**config.mk**
```make
export PLATFORM = sky130hd
export DESIGN_NAME = bin2bcd_seq_flat
export DESIGN_NICKNAME = d
export VERILOG_FILES = /design/src/rtl/bin2bcd_seq_pkg.sv /design/src/rtl/bin2bcd_seq_if.sv /design/src/rtl/bin2bcd_seq_adjust_digit.sv /design/src/rtl/bin2bcd_seq.sv /design/src/flat_wrapper.sv
export SDC_FILE = /design/constraint.sdc
export NUM_CORES = 1
export LEC_CHECK = 0
export ABC_AREA = 0
export BUFFER_PORTS_ARGS = -buffer_cell sky130_fd_sc_hd__buf_2
export CAP_MARGIN = 10
export CORE_MARGIN = 2
export CORE_UTILIZATION = 40
export CTS_CLUSTER_DIAMETER = 80
export DETAILED_ROUTE_END_ITERATION = 7
export PLACE_DENSITY = 0.67
export SYNTH_ARGS = -nofsm -noshare
export SYNTH_HDL_FRONTEND = slang
export SYNTH_SLANG_ARGS = --single-unit
export TNS_END_PERCENT = 50
```
**constraint.sdc**
```tcl
create_clock -name clk -period 1.65 [get_ports clk]
set_input_delay 0.0825 -clock clk [delete_from_list [all_inputs] [get_ports clk]]
set_output_delay 0.0825 -clock clk [all_outputs]
set_load 0.02 [all_outputs]
```
**src/rtl/bin2bcd_seq_pkg.sv**
```systemverilog
// Shared definitions for the sequential binary-to-BCD converter:
// FSM state encoding, double-dabble adjust constants and nibble width.
package bin2bcd_seq_pkg;

    localparam int NIBBLE_W = 4;

    // A nibble >= 5 would exceed 9 after doubling, so it is pre-corrected by 3.
    localparam logic [NIBBLE_W-1:0] ADJ_THRESH = 4'd5;
    localparam logic [NIBBLE_W-1:0] ADJ_CORR   = 4'd3;

    typedef enum logic [1:0] {
        ST_IDLE  = 2'd0,
        ST_SHIFT = 2'd1,
        ST_DONE  = 2'd2
    } state_t;

endpackage

```
**src/rtl/bin2bcd_seq_if.sv**
```systemverilog
// Valid/ready bundle between a binary producer/BCD consumer (master) and
// the converter (slave). The ovf signal exists only when BIN2BCD_OVF_EN
// is defined.
interface bin2bcd_seq_if #(
    parameter int WIDTH  = 6,
    parameter int DIGITS = 2
);
    import bin2bcd_seq_pkg::*;

    logic                         in_valid;
    logic                         in_ready;
    logic [WIDTH-1:0]             bin_in;
    logic                         out_valid;
    logic                         out_ready;
    logic [NIBBLE_W*DIGITS-1:0]   bcd_out;
`ifdef BIN2BCD_OVF_EN
    logic                         ovf;

    modport slave (
        input  in_valid, bin_in, out_ready,
        output in_ready, out_valid, bcd_out, ovf
    );

    modport master (
        output in_valid, bin_in, out_ready,
        input  in_ready, out_valid, bcd_out, ovf
    );
`else
    modport slave (
        input  in_valid, bin_in, out_ready,
        output in_ready, out_valid, bcd_out
    );

    modport master (
        output in_valid, bin_in, out_ready,
        input  in_ready, out_valid, bcd_out
    );
`endif

endinterface

```
**src/rtl/bin2bcd_seq_adjust_digit.sv**
```systemverilog
// Single-digit double-dabble correction: adds 3 to a BCD nibble >= 5 so
// that the following left shift carries correctly into the next digit.
module bcd_adjust_digit
    import bin2bcd_seq_pkg::*;
(
    input  logic [NIBBLE_W-1:0] digit_in,
    output logic [NIBBLE_W-1:0] digit_out
);

    // Conditional +3 correction; purely combinational.
    assign digit_out = (digit_in >= ADJ_THRESH) ? digit_in + ADJ_CORR : digit_in;

endmodule

```
**src/rtl/bin2bcd_seq.sv**
```systemverilog
// Sequential shift-and-add-3 binary-to-BCD converter, one bit per enabled
// clock, valid/ready handshake on input and output.
// Optional feature: define BIN2BCD_OVF_EN to add the ovf output, which
// flags results whose value exceeds 10^DIGITS-1 (upper digits truncated).
module bin2bcd_seq
    import bin2bcd_seq_pkg::*;
#(
    parameter int WIDTH  = 6,
    parameter int DIGITS = 2
) (
    input  logic               clk,
    input  logic               clear_n,
    input  logic               enable,
    bin2bcd_seq_if.slave       bus
);

    localparam int BCD_W  = NIBBLE_W * DIGITS;
    localparam int CNT_W  = $clog2(WIDTH + 1);
    localparam int COMB_W = BCD_W + WIDTH;

    state_t             state_q, state_d;
    logic [WIDTH-1:0]   bin_q;
    logic [BCD_W-1:0]   scratch_q;
    logic [BCD_W-1:0]   adjusted;
    logic [BCD_W-1:0]   bcd_q;
    logic [CNT_W-1:0]   cnt_q;
    logic [COMB_W-1:0]  comb_pre;
    logic [COMB_W-1:0]  comb_shifted;

    logic accept;
    logic shift_en;
    logic last_shift;
    logic release_out;

    // Per-digit add-3 correction on the current scratch.
    for (genvar d = 0; d < DIGITS; d++) begin : g_adj
        bcd_adjust_digit u_adj (
            .digit_in  (scratch_q[d*NIBBLE_W +: NIBBLE_W]),
            .digit_out (adjusted [d*NIBBLE_W +: NIBBLE_W])
        );
    end

    // {scratch, binary} moves left as a single vector; the top scratch bit
    // falls off the end, which is what truncates values beyond DIGITS.
    assign comb_pre     = {adjusted, bin_q};
    assign comb_shifted = comb_pre << 1;

    assign bus.in_ready  = (state_q == ST_IDLE);
    assign bus.out_valid = (state_q == ST_DONE);
    assign bus.bcd_out   = bcd_q;

    // State register with synchronous clear.
    // NOTE: sequential state is written with non-blocking assignments so every
    // flop samples pre-edge values regardless of process ordering.
    always_ff @(posedge clk) begin
        if (!clear_n) begin
            state_q <= ST_IDLE;
        end else begin
            state_q <= state_d;
        end
    end

    // Next-state and per-cycle action strobes; nothing moves without enable.
    always_comb begin
        // NOTE: every output of this block gets a default first, so no path
        // through the case leaves a signal unassigned and infers a latch.
        state_d     = state_q;
        accept      = 1'b0;
        shift_en    = 1'b0;
        last_shift  = 1'b0;
        release_out = 1'b0;
        if (enable) begin
            case (state_q)
                ST_IDLE: begin
                    if (bus.in_valid) begin
                        accept  = 1'b1;
                        state_d = ST_SHIFT;
                    end
                end
                ST_SHIFT: begin
                    shift_en = 1'b1;
                    if (cnt_q == CNT_W'(1)) begin
                        last_shift = 1'b1;
                        state_d    = ST_DONE;
                    end
                end
                ST_DONE: begin
                    if (bus.out_ready) begin
                        release_out = 1'b1;
                        state_d     = ST_IDLE;
                    end
                end
                default: state_d = ST_IDLE;
            endcase
        end
    end

`ifdef BIN2BCD_OVF_EN
    logic ovf_acc_q;
    logic ovf_q;
    logic carry_out;

    assign carry_out = comb_pre[COMB_W-1];
    assign bus.ovf   = ovf_q;

    // Sticky record of any carry lost off the top digit, published with bcd_out.
    always_ff @(posedge clk) begin
        if (!clear_n) begin
            ovf_acc_q <= 1'b0;
            ovf_q     <= 1'b0;
        end else if (accept) begin
            ovf_acc_q <= 1'b0;
        end else if (shift_en) begin
            ovf_acc_q <= ovf_acc_q | carry_out;
            if (last_shift) begin
                ovf_q <= ovf_acc_q | carry_out;
            end
        end else if (release_out) begin
            ovf_q <= 1'b0;
        end
    end
`endif

    // Datapath: load operand, run one double-dabble step per enabled cycle,
    // and publish the scratch only on the final step.
    always_ff @(posedge clk) begin
        // NOTE: the whole datapath, including the result register, is cleared
        // so a discarded partial conversion can never leak onto bcd_out.
        if (!clear_n) begin
            bin_q     <= '0;
            scratch_q <= '0;
            cnt_q     <= '0;
            bcd_q     <= '0;
        end else if (accept) begin
            bin_q     <= bus.bin_in;
            scratch_q <= '0;
            cnt_q     <= CNT_W'(WIDTH);
        end else if (shift_en) begin
            bin_q     <= comb_shifted[WIDTH-1:0];
            scratch_q <= comb_shifted[COMB_W-1:WIDTH];
            cnt_q     <= cnt_q - CNT_W'(1);
            if (last_shift) begin
                bcd_q <= comb_shifted[COMB_W-1:WIDTH];
            end
        end
    end

endmodule

```
**src/flat_wrapper.sv**
```systemverilog
// flat-port wrapper written by rule: the top's interface ports become plain ports
module bin2bcd_seq_flat import bin2bcd_seq_pkg::*;
#(
    parameter int WIDTH  = 6,
    parameter int DIGITS = 2
)
  (clk, clear_n, enable, bus_in_valid, bus_bin_in, bus_out_ready, bus_in_ready, bus_out_valid, bus_bcd_out);
  bin2bcd_seq_if #(.WIDTH(WIDTH), .DIGITS(DIGITS)) bus_i ();
  input  logic clk;
  input  logic clear_n;
  input  logic enable;
  input wire logic [$bits(bus_i.in_valid)-1:0] bus_in_valid;
  input wire logic [$bits(bus_i.bin_in)-1:0] bus_bin_in;
  input wire logic [$bits(bus_i.out_ready)-1:0] bus_out_ready;
  output wire logic [$bits(bus_i.in_ready)-1:0] bus_in_ready;
  output wire logic [$bits(bus_i.out_valid)-1:0] bus_out_valid;
  output wire logic [$bits(bus_i.bcd_out)-1:0] bus_bcd_out;
  assign bus_i.in_valid = bus_in_valid;
  assign bus_i.bin_in = bus_bin_in;
  assign bus_i.out_ready = bus_out_ready;
  assign bus_in_ready = bus_i.in_ready;
  assign bus_out_valid = bus_i.out_valid;
  assign bus_bcd_out = bus_i.bcd_out;
  bin2bcd_seq #(.WIDTH(WIDTH), .DIGITS(DIGITS)) u_core (.clk(clk), .clear_n(clear_n), .enable(enable), .bus(bus_i));
endmodule
```
# Word level (Yosys, flattened, before mapping)
# Index checks and enable logic that the tools add are counted.
[word_totals] reg_bits=27 word_cells=42
[classes] add_sub_neg=3 order_cmp=2 n_eq_ne=6 bitwise=2 n_reduce_logical=5 n_mux=18
[op_table] cell="6-bit two-way mux" n=2
[op_table] cell="3-bit two-way mux" n=3
[op_table] cell="4-bit by 3-bit >= comparator with 1-bit output (second input constant)" n=2
[op_table] cell="1-bit two-way mux" n=8
[op_table] cell="2-bit two-way mux" n=3
[op_table] cell="2-bit case mux with 3 select lines" n=1
[op_table] cell="4-bit by 2-bit adder with 4-bit output (second input constant)" n=1
[op_table] cell="4-bit two-way mux" n=1
[op_table] cell="2-bit != test (second input constant)" n=2
[op_table] cell="4-bit AND reduction" n=1
[op_table] cell="3-bit by 2-bit adder with 3-bit output (second input constant)" n=1
[op_table] cell="3-bit by 1-bit == test with 1-bit output (second input constant)" n=1
[op_table] cell="3-bit AND reduction" n=1
[op_table] cell="3-bit by 1-bit subtractor with 3-bit output (second input constant)" n=1
[op_table] cell="2-bit by 1-bit == test with 1-bit output (second input constant)" n=1
[op_table] cell="2-bit == test (second input constant)" n=1
[op_table] cell="2-bit logical NOT" n=1
[op_table] cell="2-bit by 1-bit != test with 1-bit output (second input constant)" n=1
[op_table] cell="1-bit inverter" n=2
[op_table] cell="2-bit nonzero test" n=1
[op_table] cell="2-bit OR reduction" n=1

# Longest topological paths before layout
[depth] word_depth=5 ltp_mapped=7 ltp_nobuf=6

# Hierarchy
# From an unflattened synthesis, not the netlist that was laid out.
[unflattened] cells_unflattened=163 hier_area_um2=1336.3
[by_module_without_submodules] module="bin2bcd_seq" cells_each=131 seq_area_each_um2=540.5 area_per_inst_um2=1133.6 instances=1
[by_module_without_submodules] module="bcd_adjust_digit" cells_each=16 seq_area_each_um2=0.0 area_per_inst_um2=101.3 instances=2

# Worst setup path before layout
# Ideal clock, no wire load.
[synth_path] path_type="register to register" from="reg u_core.scratch_q[0]" to="reg u_core.scratch_q[2]" path_slack_ns=0.187 path_stages_with_launch=7 required_time_ns=1.575 arrival_ns=1.389 path_cell_list="dfxtp_1 -> inv_1 -> ha_1 -> nand2b_1 -> a21oi_1 -> mux2_2 -> o22ai_1"
[synth_between] elab_chain_len=2
[synth_lines] element="start, declared" line_no="bin2bcd_seq.sv:23" text="logic [BCD_W-1:0] scratch_q;"
[synth_lines] element="start signal, assigned" line_no="bin2bcd_seq.sv:140" text="scratch_q <= comb_shifted[COMB_W-1:WIDTH];"
[synth_lines] element="4-bit by 2-bit adder with 4-bit output / 4-bit by 3-bit >= comparator with 1-bit output (equally long branches)" line_no="bin2bcd_seq_adjust_digit.sv:11" text="assign digit_out = (digit_in >= ADJ_THRESH) ? digit_in + ADJ_CORR : digit_in;"
[synth_lines] element="4-bit two-way mux (*)" line_no="bin2bcd_seq_adjust_digit.sv:11"
# Every way passes the cells marked *; elsewhere a longest branch is shown, timed or not.
# A chain may end at the register's enable or synchronous reset.

# Worst setup path after layout
[layout_path] from="reg u_core.scratch_q[1]" to="reg u_core.scratch_q[2]"
# The elaborated chain is that of the path after synthesis.

==> key figures <==
STA
  • Worst hold slack: 0.0486 ns
  • Worst slew margin: 0.771
  • Min Tclk post-route: 1.58 ns
  • Count of final setup violators: 0
  • Worst setup margin: 0.0688 ns
  • Fmax: 632 MHz
  • Worst-margin pin slew: 0.344 ns
  • Slew Limit Fails: 0
  • Worst clock skew: 0.00941 ns
  • Post-Route Setup TNS: 0 ns
  • Final period utilization: 0.958
  • Hold Vio Cnt, Final: 0

Clock network
  • CTS tree: done
  • Clk_lat worst skew: 0.32 ns
  • CTS clock-pin slew for the worst setup and hold paths: 0.14 ns
  • Max H-tree Level: 1
  • CTS Root Cell: clkbuf_4
  • Clock Path Buffers: 2
  • Clk sinks: 27
  • Setup bufs post-CTS: 0
  • CTS Buf Count: 3

Drt
  • ANT nets after route: 0
  • DR iter-0 viols: 37
  • Vias per std cell: 5.38
  • DRC errors left: 0
  • Total routed wirelength: 2.63 mm
  • Wire per inst: 13.4 µm
  • Vias: 1,054
  • Initial DRT Pass Iterations: 4

Floorplanning
  • Die height: 60.0 µm
  • Die area: 3590 µm²
  • Initial Util: 0.417
  • Cell Rows: 20
  • Core Footprint: 3000 µm²
  • Die Width: 60.0 µm
  • Num ports: 21

Worst setup path
  • Crit end category: register
  • CP max FO: 3
  • Critical Path RT: 1.90 ns
  • CP startpoint kind: register
  • Crit path DAT: 1.84 ns
  • Critical setup path kind: reg2reg

Synthesis
  • Post-synthesis mux area share: 0.0260
  • Synthesized area: 1250 µm²
  • Async SR Flop Fraction: 0
  • Synth Area in XOR/XNOR: 0.0210
  • Synth Area in Adders: 0.0599
  • Main combinational cell family by area after synthesis: compound AO/OA/AOI/OAI gates
  • EDFF count, synth: 0
  • Synth warnings: 0
  • Post-synthesis simple-gate area fraction: 0.185
  • Avg Inst Size Synth: 8.82 µm²
  • Synth Area in Compound Gates: 0.212
  • Area share of the largest cell type after synthesis: 0.432
  • Post-Syn Nets: 159
  • Top cells by area, synth: dfxtp_1, nand2_1, ha_1
  • Library cells used by synthesis: 31
  • Main flop type after synthesis: dfxtp_1
  • Mapped Cells: 142
  • Register area share after synthesis: 0.432
  • Register bit total from synthesis: 27
  • Synth area leader: dfxtp_1

Global routing
  • First-pass GRT wire length: 4.40 mm
  • Largest net degree at the start of global routing: 21
  • Vias in the first global route: 1,015
  • Overflow after GRT: 0
  • Initial antenna violation count: 0
  • Global Route Usage Sum: 0.158

Pwr
  • PD cells: 782 nW/µm²
  • Total Power: 1.11 mW
  • Leakage Power: 0.573 nW
  • VDD IR max: 513 µV

Layout
  • Layout cell share with drive strength beyond 1: 0.221
  • Antenna cell count: 0
  • # nets final: 181
  • Most frequent cells in the layout: dfxtp_1, nand2_1, buf_2
  • Area Overhead vs Synth: 13.2%
  • Finished Layout Cells: 196
  • Final Cell Area: 1420 µm²
  • Most common cell after layout, fill and taps aside: dfxtp_1
  • Fin util: 0.472

Place
  • DP Cell Count: 192
  • Dpl hpwl: 1.84 mm
  • Placement Cell Area: 1380 µm²
  • Dpl ws: 0.0517 ns
  • Gpl congestion: 0.776
  • Port bufs: 20

Job
  • Max cap viols: 0

Min path
  • Worst hold path type: in2reg

Outcome
  • Outcome: completed
## what timing repair did
action                                  4_1_cts  5_1_grt
endpoints found under the setup margin        0        4
hold endpoints to repair                      0        0
resized for setup                             0        6
hold buffers                                  0        0
## cells by family (layout without fill, tap and decap cells)
family          Yosys count  in the layout
compound gates           41             41
mux                       3              3
xor+xnor                  3              3
buf+inv                  15             36
fa+ha+maj                 6              6
flops                    27             27
simple gates             47             47
## flip-flops by register name, indices dropped and copies added (netlist names)
name	flops
u_core.scratch_q	8
u_core.state_q	2
u_core.bin_q	6
u_core.bus.bcd_out	8
u_core.cnt_q	3
## metal layers
metal | wire length, µm | global-route usage
met1 | 1120 | 0.175
met2 | 1400 | 0.306
met3 | 109 | 0.0433
met4 | 10 | 0.0190
met5 | 0 | 0
## cells in the mapped netlist (2+ instances only)
cell	number
buf_6	2
nor2b_1	5
buf_2	2
o211a_1	2
nor2_1	6
a22oi_1	6
o21ai_0	4
xnor2_1	3
o22ai_1	8
mux2_2	2
nand2_1	21
clkbuf_1	2
dfxtp_1	27
buf_4	2
a21boi_1	5
and3_1	2
nand2b_1	4
ha_1	6
a21oi_1	11
nand3_1	4
nor3b_1	2
inv_1	7
## path summary, 6_finish.rpt
check | startpoint | endpoint | slack, ns | cells past startpoint
setup / recovery | u_core.scratch_q[1] | u_core.scratch_q[2] | 0.07 | 6
hold / removal | bus_bin_in[4] | u_core.bin_q[4] | 0.05 | 3
setup reg to reg | u_core.scratch_q[1] | u_core.scratch_q[2] | 0.07 | 6
hold reg to reg | u_core.bin_q[4] | u_core.bin_q[4] | 0.47 | 2
## where the power goes
part,internal (mW),switching (mW)
combinational,0.0592,0.0736
clock,0.0946,0.194
sequential,0.672,0.0151
## cell type report
class | count | area [µm²]
repair buffers | 25 | 138
clock buffers | 4 | 26.3
multi-input cells | 100 | 643
inverters | 7 | 26.3
fillers | 296 | 1590
flip-flops and latches | 27 | 543
well taps | 33 | 41.3
## critical path, cell delays in order, from the launching register on
cell      delay, ns
dfxtp_2        0.37
inv_1          0.07
ha_1           0.19
nand2b_1       0.18
a21oi_2        0.19
mux2_2         0.36
o22ai_1        0.16
Note: power is estimated with default switching activity, not from simulation.
